===== config.mk =====
export PLATFORM = sky130hd
export DESIGN_NAME = fetch_stage
export DESIGN_NICKNAME = d
export VERILOG_FILES = /design/src/rtl/fetch_pkg.sv /design/src/rtl/ifid_register.sv /design/src/rtl/fetch_stage.sv
export SDC_FILE = /design/constraint.sdc
export NUM_CORES = 1
export LEC_CHECK = 0
export CAP_MARGIN = 20
export CORE_AREA = 10 10 132 134
export CTS_BUF_LIST = sky130_fd_sc_hd__clkbuf_4
export DETAILED_ROUTE_END_ITERATION = 6
export DIE_AREA = 0 0 142 144
export PLACE_DENSITY = 0.88
export RECOVER_POWER = 25
export SLEW_MARGIN = 20
export SYNTH_ARGS = -nofsm -noshare
export SYNTH_HDL_FRONTEND = slang
export SYNTH_SLANG_ARGS = --single-unit

===== constraint.sdc =====
create_clock -name clock -period 3.35 [get_ports clock]
set_input_delay 0.67 -clock clock [delete_from_list [all_inputs] [get_ports clock]]
set_output_delay 0.67 -clock clock [all_outputs]
set_load 0.02 [all_outputs]

===== src/rtl/fetch_pkg.sv =====
// Shared definitions for the instruction-fetch stage: bubble encoding,
// fetch FSM states and default geometry.
package fetch_pkg;

  localparam logic [31:0] NOP           = 32'h0000_0000;
  localparam logic [31:0] DEF_RESET_PC  = 32'd0;
  localparam logic [31:0] DEF_MEM_WORDS = 32'd32;

  typedef enum logic {
    ST_RUN  = 1'b0,
    ST_HALT = 1'b1
  } fetch_state_e;

  function automatic logic [31:0] sext16(input logic [15:0] v);
    return {{16{v[15]}}, v};
  endfunction

endpackage


===== src/rtl/ifid_register.sv =====
// Generic instruction pipeline register: instruction word, PC+1 and valid.
// Flush inserts a bubble and wins over hold; hold wins over load.
module ifid_register
  import fetch_pkg::*;
#(
  parameter int DATA_W = 32
) (
  input  logic              clk_i,
  input  logic              rst_i,
  input  logic              load_i,
  input  logic              flush_i,
  input  logic              hold_i,
  input  logic [DATA_W-1:0] instr_i,
  input  logic [DATA_W-1:0] pc_plus1_i,
  output logic [DATA_W-1:0] instr_o,
  output logic [DATA_W-1:0] pc_plus1_o,
  output logic              valid_o
);

  logic [DATA_W-1:0] instr_q, instr_d;
  logic [DATA_W-1:0] pc_plus1_q, pc_plus1_d;
  logic              valid_q, valid_d;

  always_comb begin
    instr_d    = instr_q;
    pc_plus1_d = pc_plus1_q;
    valid_d    = valid_q;
    if (flush_i) begin
      instr_d    = DATA_W'(NOP);
      pc_plus1_d = '0;
      valid_d    = 1'b0;
    end else if (load_i && !hold_i) begin
      instr_d    = instr_i;
      pc_plus1_d = pc_plus1_i;
      valid_d    = 1'b1;
    end
  end

  always_ff @(posedge clk_i) begin
    if (rst_i) begin
      instr_q    <= DATA_W'(NOP);
      pc_plus1_q <= '0;
      valid_q    <= 1'b0;
    end else begin
      instr_q    <= instr_d;
      pc_plus1_q <= pc_plus1_d;
      valid_q    <= valid_d;
    end
  end

  assign instr_o    = instr_q;
  assign pc_plus1_o = pc_plus1_q;
  assign valid_o    = valid_q;

endmodule


===== src/rtl/fetch_stage.sv =====
// MIPS instruction-fetch stage: PC register, next-PC selection (sequential,
// branch, jump), out-of-range halt FSM and the IF/ID pipeline register.
module fetch_stage
  import fetch_pkg::*;
#(
  parameter logic [31:0] RESET_PC  = DEF_RESET_PC,
  parameter logic [31:0] MEM_WORDS = DEF_MEM_WORDS
) (
  input  logic        clock,
  input  logic        reset,
  input  logic        stall,
  input  logic        branch_taken,
  input  logic [15:0] branch_offset,
  input  logic        jump,
  input  logic [25:0] jump_target,
  input  logic [31:0] redirect_base,
  input  logic [31:0] instruction,
  output logic [31:0] pc_out,
  output logic [31:0] ifid_instruction,
  output logic [31:0] ifid_pc_plus1,
  output logic        ifid_valid,
  output logic        halted,
  output logic [31:0] fetch_count
);

  fetch_state_e state_q, state_d;
  logic [31:0]  pc_q, pc_d;
  logic [31:0]  cnt_q, cnt_d;
  logic [31:0]  pc_plus1, br_target, jmp_target;
  logic         out_of_range;
  logic         ifid_load, ifid_flush, ifid_hold;

  assign pc_plus1     = pc_q + 32'd1;
  assign br_target    = redirect_base + sext16(branch_offset);
  assign jmp_target   = {redirect_base[31:26], jump_target};
  assign out_of_range = (pc_q >= MEM_WORDS);

  // Redirects beat the range check so a branch back into memory can rescue an
  // otherwise out-of-range PC; once halted, only reset leaves HALT.
  always_comb begin
    state_d    = state_q;
    pc_d       = pc_q;
    cnt_d      = cnt_q;
    ifid_load  = 1'b0;
    ifid_flush = 1'b0;
    ifid_hold  = 1'b0;
    case (state_q)
      ST_RUN: begin
        if (jump) begin
          pc_d       = jmp_target;
          ifid_flush = 1'b1;
        end else if (branch_taken) begin
          pc_d       = br_target;
          ifid_flush = 1'b1;
        end else if (out_of_range) begin
          state_d    = ST_HALT;
          ifid_flush = 1'b1;
        end else if (stall) begin
          ifid_hold  = 1'b1;
        end else begin
          pc_d       = pc_plus1;
          cnt_d      = cnt_q + 32'd1;
          ifid_load  = 1'b1;
        end
      end
      ST_HALT: begin
        ifid_flush = 1'b1;
      end
    endcase
  end

  always_ff @(posedge clock) begin
    if (reset) begin
      state_q <= ST_RUN;
      pc_q    <= RESET_PC;
      cnt_q   <= '0;
    end else begin
      state_q <= state_d;
      pc_q    <= pc_d;
      cnt_q   <= cnt_d;
    end
  end

  ifid_register #(.DATA_W(32)) u_ifid (
    .clk_i      (clock),
    .rst_i      (reset),
    .load_i     (ifid_load),
    .flush_i    (ifid_flush),
    .hold_i     (ifid_hold),
    .instr_i    (instruction),
    .pc_plus1_i (pc_plus1),
    .instr_o    (ifid_instruction),
    .pc_plus1_o (ifid_pc_plus1),
    .valid_o    (ifid_valid)
  );

  assign pc_out      = pc_q;
  assign halted      = (state_q == ST_HALT);
  assign fetch_count = cnt_q;

endmodule

# After elaboration in Yosys (flattened, before gate mapping)
# Index checks and enable logic that the tools add are counted.
dict set report totals {
  register_bits 130
  in_bits 111
  out_inout_bits 130
  word_cells 43
}
dict set report op_classes {
  add_sub_neg 3
  n_lt_le_gt_ge 1
  n_eq_ne 2
  muxes 21
  bitwise 5
  n_reduce_logical 5
}
# cell count
set op_table {}
lappend op_table {{32-bit two-way mux} 4}
lappend op_table {{32-bit by 1-bit adder with 32-bit output (second input constant)} 2}
lappend op_table {{32-bit adder} 1}
lappend op_table {{32-bit by 6-bit greater-or-equal comparator with 1-bit output (second input constant)} 1}
lappend op_table {{1-bit two-way mux} 16}
lappend op_table {{1-bit NOT} 5}
lappend op_table {{5-bit AND reduction} 1}
lappend op_table {{3-bit by 1-bit != test with 1-bit output (second input constant)} 1}
lappend op_table {{3-bit != test (second input constant)} 1}
lappend op_table {{3-bit AND reduction} 1}
lappend op_table {{1-bit case mux with 2 select lines} 1}
lappend op_table {{2-bit OR reduction} 1}
lappend op_table {{1-bit logical AND} 1}
lappend op_table {{1-bit zero test} 1}

# Logic depth before layout (Yosys ltp)
dict set report logic_depth {
  depth_word 7
  ltp_mapped 10
  mapped_depth_nobuf 10
}

# Hierarchy
# A second synthesis with hierarchy kept.
dict set report hier_totals {
  hier_cells 1003
  area_unflattened_um2 7664.9
}
# module n_inst cells_each area_per_inst_um2
set by_module_without_submodules {}
lappend by_module_without_submodules {fetch_stage 1 720 5417.7}
lappend by_module_without_submodules {ifid_register 1 283 2247.2}

# Least setup slack after synthesis
# No wires, ideal clock.
dict set report synth_timing {
  path_kind {input -> register}
  from {in branch_offset[0]}
  to {reg pc_q[24] (netlist: pc_out[24])}
  setup_time_ns 0.078
  arrival_time_ns 2.707
  t_required_ns 3.272
  path_slack_ns 0.565
  path_stages 10
  n_path_buf 0
  cell_sequence {ha_1 fa_1 a211oi_2 o21ba_2 o211ai_2 a41o_1 and4_1 nor4_1 a211oi_1 nor3_1}
}
dict set report synth_between {
  elab_chain_len 3
}
# item line
set synth_rtl {}
lappend synth_rtl {{from (decl)} fetch_stage.sv:13} ;# input logic [15:0] branch_offset,
lappend synth_rtl {{32-bit adder} fetch_stage.sv:34} ;# assign br_target = redirect_base + sext16(branch_offset);
lappend synth_rtl {{32-bit two-way mux} fetch_stage.sv:52} ;# end else if (branch_taken) begin
lappend synth_rtl {{32-bit two-way mux} fetch_stage.sv:49} ;# if (jump) begin
lappend synth_rtl {{to (signal assigned)} fetch_stage.sv:79} ;# pc_q <= pc_d;
lappend synth_rtl {{to (decl)} fetch_stage.sv:27} ;# logic [31:0] pc_q, pc_d;
# No other way between the ends.
# A chain may end at the register's enable or synchronous reset.

# Worst setup path after layout
# Same ends and word-level chain as after synthesis.

==> metrics.txt <==
clk buf depth 2; Worst Path Buf+Inv 1; CTS Buf Count 17; CP Data Required Time 3830 ps; Crit-path slowest cell fa_1; Final Cycle Share a little under nine tenths; Syn Inst Count 848; die area between 20000 and 25000 µm²; clk root buf clkbuf_4; Initial Utilization between 40 and 50%; pins over their slew limit 0; Worst Hold End u_ifid.instr_o[14]; Slew headroom between 50% and 60%; largest cells by area after synthesis dfxtp_1 38%, nand2_1 6.8%, ha_1 6.2%; Overflow after GRT 0; Async S/R FF share, synth 0%; R2R Path End fetch_count[24]; share of cells above drive strength 1 approximately 8.3%; hold_sp u_ifid.instr_o[14]; RSZ-0062 raised after global routing false; drc violations 0; crit path DAT roughly 3300 ps; CTS tree yes; core area ~15000 µm²; clk sinks 130; crit-path cells clkdlybuf4s50_1, ha_1, fa_1, a211oi_2, o21ba_2, o211ai_2, a41o_1, and4_1, nor4_1, a211oi_1, nor3_1; family with the most delay on the worst path compound AO/OA/AOI/OAI gates; post-synthesis simple-gate area fraction between 20% and 30%; critical path class in -> reg; #FFs+latches synth between 100 and 150; Max stage delay on crit path approximately 440 ps; Post-Layout Cell Count around 1300; Synth Area in Compound Gates between 20% and 30%; clk_skew around 29 ps; proportion of synthesized area in mux cells less than 1%; VDD IR-drop max roughly 190 µV; IO Pins approximately 240; Distinct cells, synth 68; final setup fails 0; Hold Path Class reg -> reg; wirelength, routed between 20000 and 25000 µm; Power, Total 3600 µW; final net count about 1200; final instance area between 9000 and 10000 µm²; Setup Buffers After CTS 0; multi-input logic area approximately 4000 µm²; first-pass GRT wire length about 38000 µm; mapped cell area 6860 µm²; via count approximately 7400; endpoint type of the worst setup path flop; PwrDens 364 nW/µm²; Die Y between 100 and 150 µm; startpoint types primary input; pre-CTS setup slack -61.4 ps; die width roughly 140 µm; fin crit period 2850 ps; number of antenna-violating nets in the routed design 0; port bufs 240; FF/Latch Area 2600 µm²; area post-placement 9620 µm²; Yosys top cell area share 38.0%; Max Cap Viol 0; WL per Instance approximately 19 µm; XOR/XNOR share of the synthesized area 6.13%; hold_buf cts 0; Slew @ Worst Pin between 700 and 800 ps; Synth top cells by count 130 x dfxtp_1, 125 x nand2_1, 83 x nor2_1; leakage power total approximately 0.0038 µW; Iter 0 DRT Violations ~500; Yosys top cell by area dfxtp_1; EDFF count, synth 0; setup tns final 0 ps; launching point of the worst reg2reg path pc_out[15]; Synth Area in Adders under 10%; Total GRT Usage a little under a quarter; CP Max Fanout 3; Synth Net Count 994; FF-to-FF path depth 9; Yosys warning total 0; combinational family with the most area after synthesis simple AND/OR/NAND/NOR gates; vias per cell around 5.7; fmax roughly 0.35 GHz; outcome finished, final reports clean; later-pin clock latency in the skew report between 500 and 600 ps; Hold Path Stages 2; most frequent cell after synthesis dfxtp_1; htree depth 4; syn_area_per_cell 8.09 µm²; final worst slack between 400 and 500 ps; gp weighted congestion between 0.9 and 1; CTS clk-pin slew, worst paths approximately 140 ps; Cell Rows 45; Fillers around 1200; drt pass-1 iters 5; # resized after CTS 0; dpl cells ~1300; vias in the first global route 7189; dpl hpwl ~19000 µm; Synth Flop Type dfxtp_1; antenna violations before repair 1; Hold Fails Final Rpt 0; setup slack, reg-to-reg roughly 670 ps; largest net degree at the start of global routing slightly below 60; Area growth syn-to-layout 44.2%; Seq/Total Area, Yosys between 30 and 40%
[flip-flops by register name, indices dropped and copies added, names as in the netlist]
signal	flops
u_ifid.valid_o	1
halted	1
u_ifid.pc_plus1_o	32
pc_out	32
u_ifid.instr_o	32
fetch_count	32
[kinds of logic (layout without fill, tap and decap cells)]
| group | Yosys count | count (layout) |
|---|---|---|
| other | 0 | 2 |
| buffers and inverters | 60 | 327 |
| flip-flops | 130 | 130 |
| multiplexers | 5 | 5 |
| AND/OR/NAND/NOR | 355 | 355 |
| AO/OA/AOI/OAI | 215 | 215 |
| XOR/XNOR | 48 | 48 |
| adder cells (fa/ha/maj) | 35 | 35 |
[cell usage in the layout, fill, tap and decap left out, types with 14 or more instances in the layout]
cell type,instances
a221oi_1,14
dlygate4sd3_1,27
buf_4,40
nand2_1,125
xnor2_1,15
nor2_1,83
and2_1,27
a21o_1,15
dfxtp_1,130
ha_1,34
clkdlybuf4s50_1,212
a21oi_1,79
and3_1,15
o21ai_0,29
nor3_1,27
xor2_1,33
clkbuf_4,17
a211oi_1,18
nand3_1,23
[worst reg2reg max path, cell delays in order (launching register included)]
cell and delay [ps]:
dfxtp_1 380, nor4_1 350, nand3_1 290, nor4_1 330
buf_4 280, nand4_2 280, nor2_1 280, nand4_1 140
xor2_1 160, nor2_1 50
[worst max-delay path by stage]
stage / start / endpoint / slack (ps) / depth (start not counted)
final: branch_offset[0] / pc_out[24] / 500 / 11
after global routing: branch_offset[0] / pc_out[20] / 350 / 11
after CTS: branch_offset[0] / pc_out[24] / 540 / 11
after floorplan: branch_offset[0] / pc_out[24] / 560 / 10
after detailed placement: branch_offset[0] / pc_out[24] / -60 / 11
after global placement: branch_offset[0] / pc_out[24] / -10 / 11
[metal layers]
metal | global-route usage, % | share of wire (%) | vias up
met5 | 0 | 0 | -
met4 | 8.61 | 1.9 | 0
met3 | 7.41 | 10 | 38
met2 | 38.5 | 48 | 358
met1 | 27.2 | 40 | 3439
li1 | - | - | 3542
[cell type report]
type | instances | share of cell area (%)
antenna | 2 | 0.0506
clock inverter | 15 | 1.62
tap | 188 | 2.38
inverter | 12 | 0.456
timing repair buffer | 283 | 27.4
sequential | 130 | 26.3
clock buffer | 17 | 1.29
multi-input combinational | 658 | 40.5
[through the flow]
step,utilization [%],hold WS [ps]
finish,66.5,458
global route,66.5,424
CTS,66.6,394
detailed placement,64.7,444
global placement,64.7,432
floorplan,-,522
[where the power goes]
| part | leakage, µW | internal [µW] | switching, µW |
|---|---|---|---|
| registers | 0.00105 | 1590 | 48.7 |
| clock network | 0.000158 | 406 | 688 |
| logic | 0.00258 | 418 | 449 |
| total | 0.00380 | 2410 | 1190 |
Power figures use the tool's default switching activity.
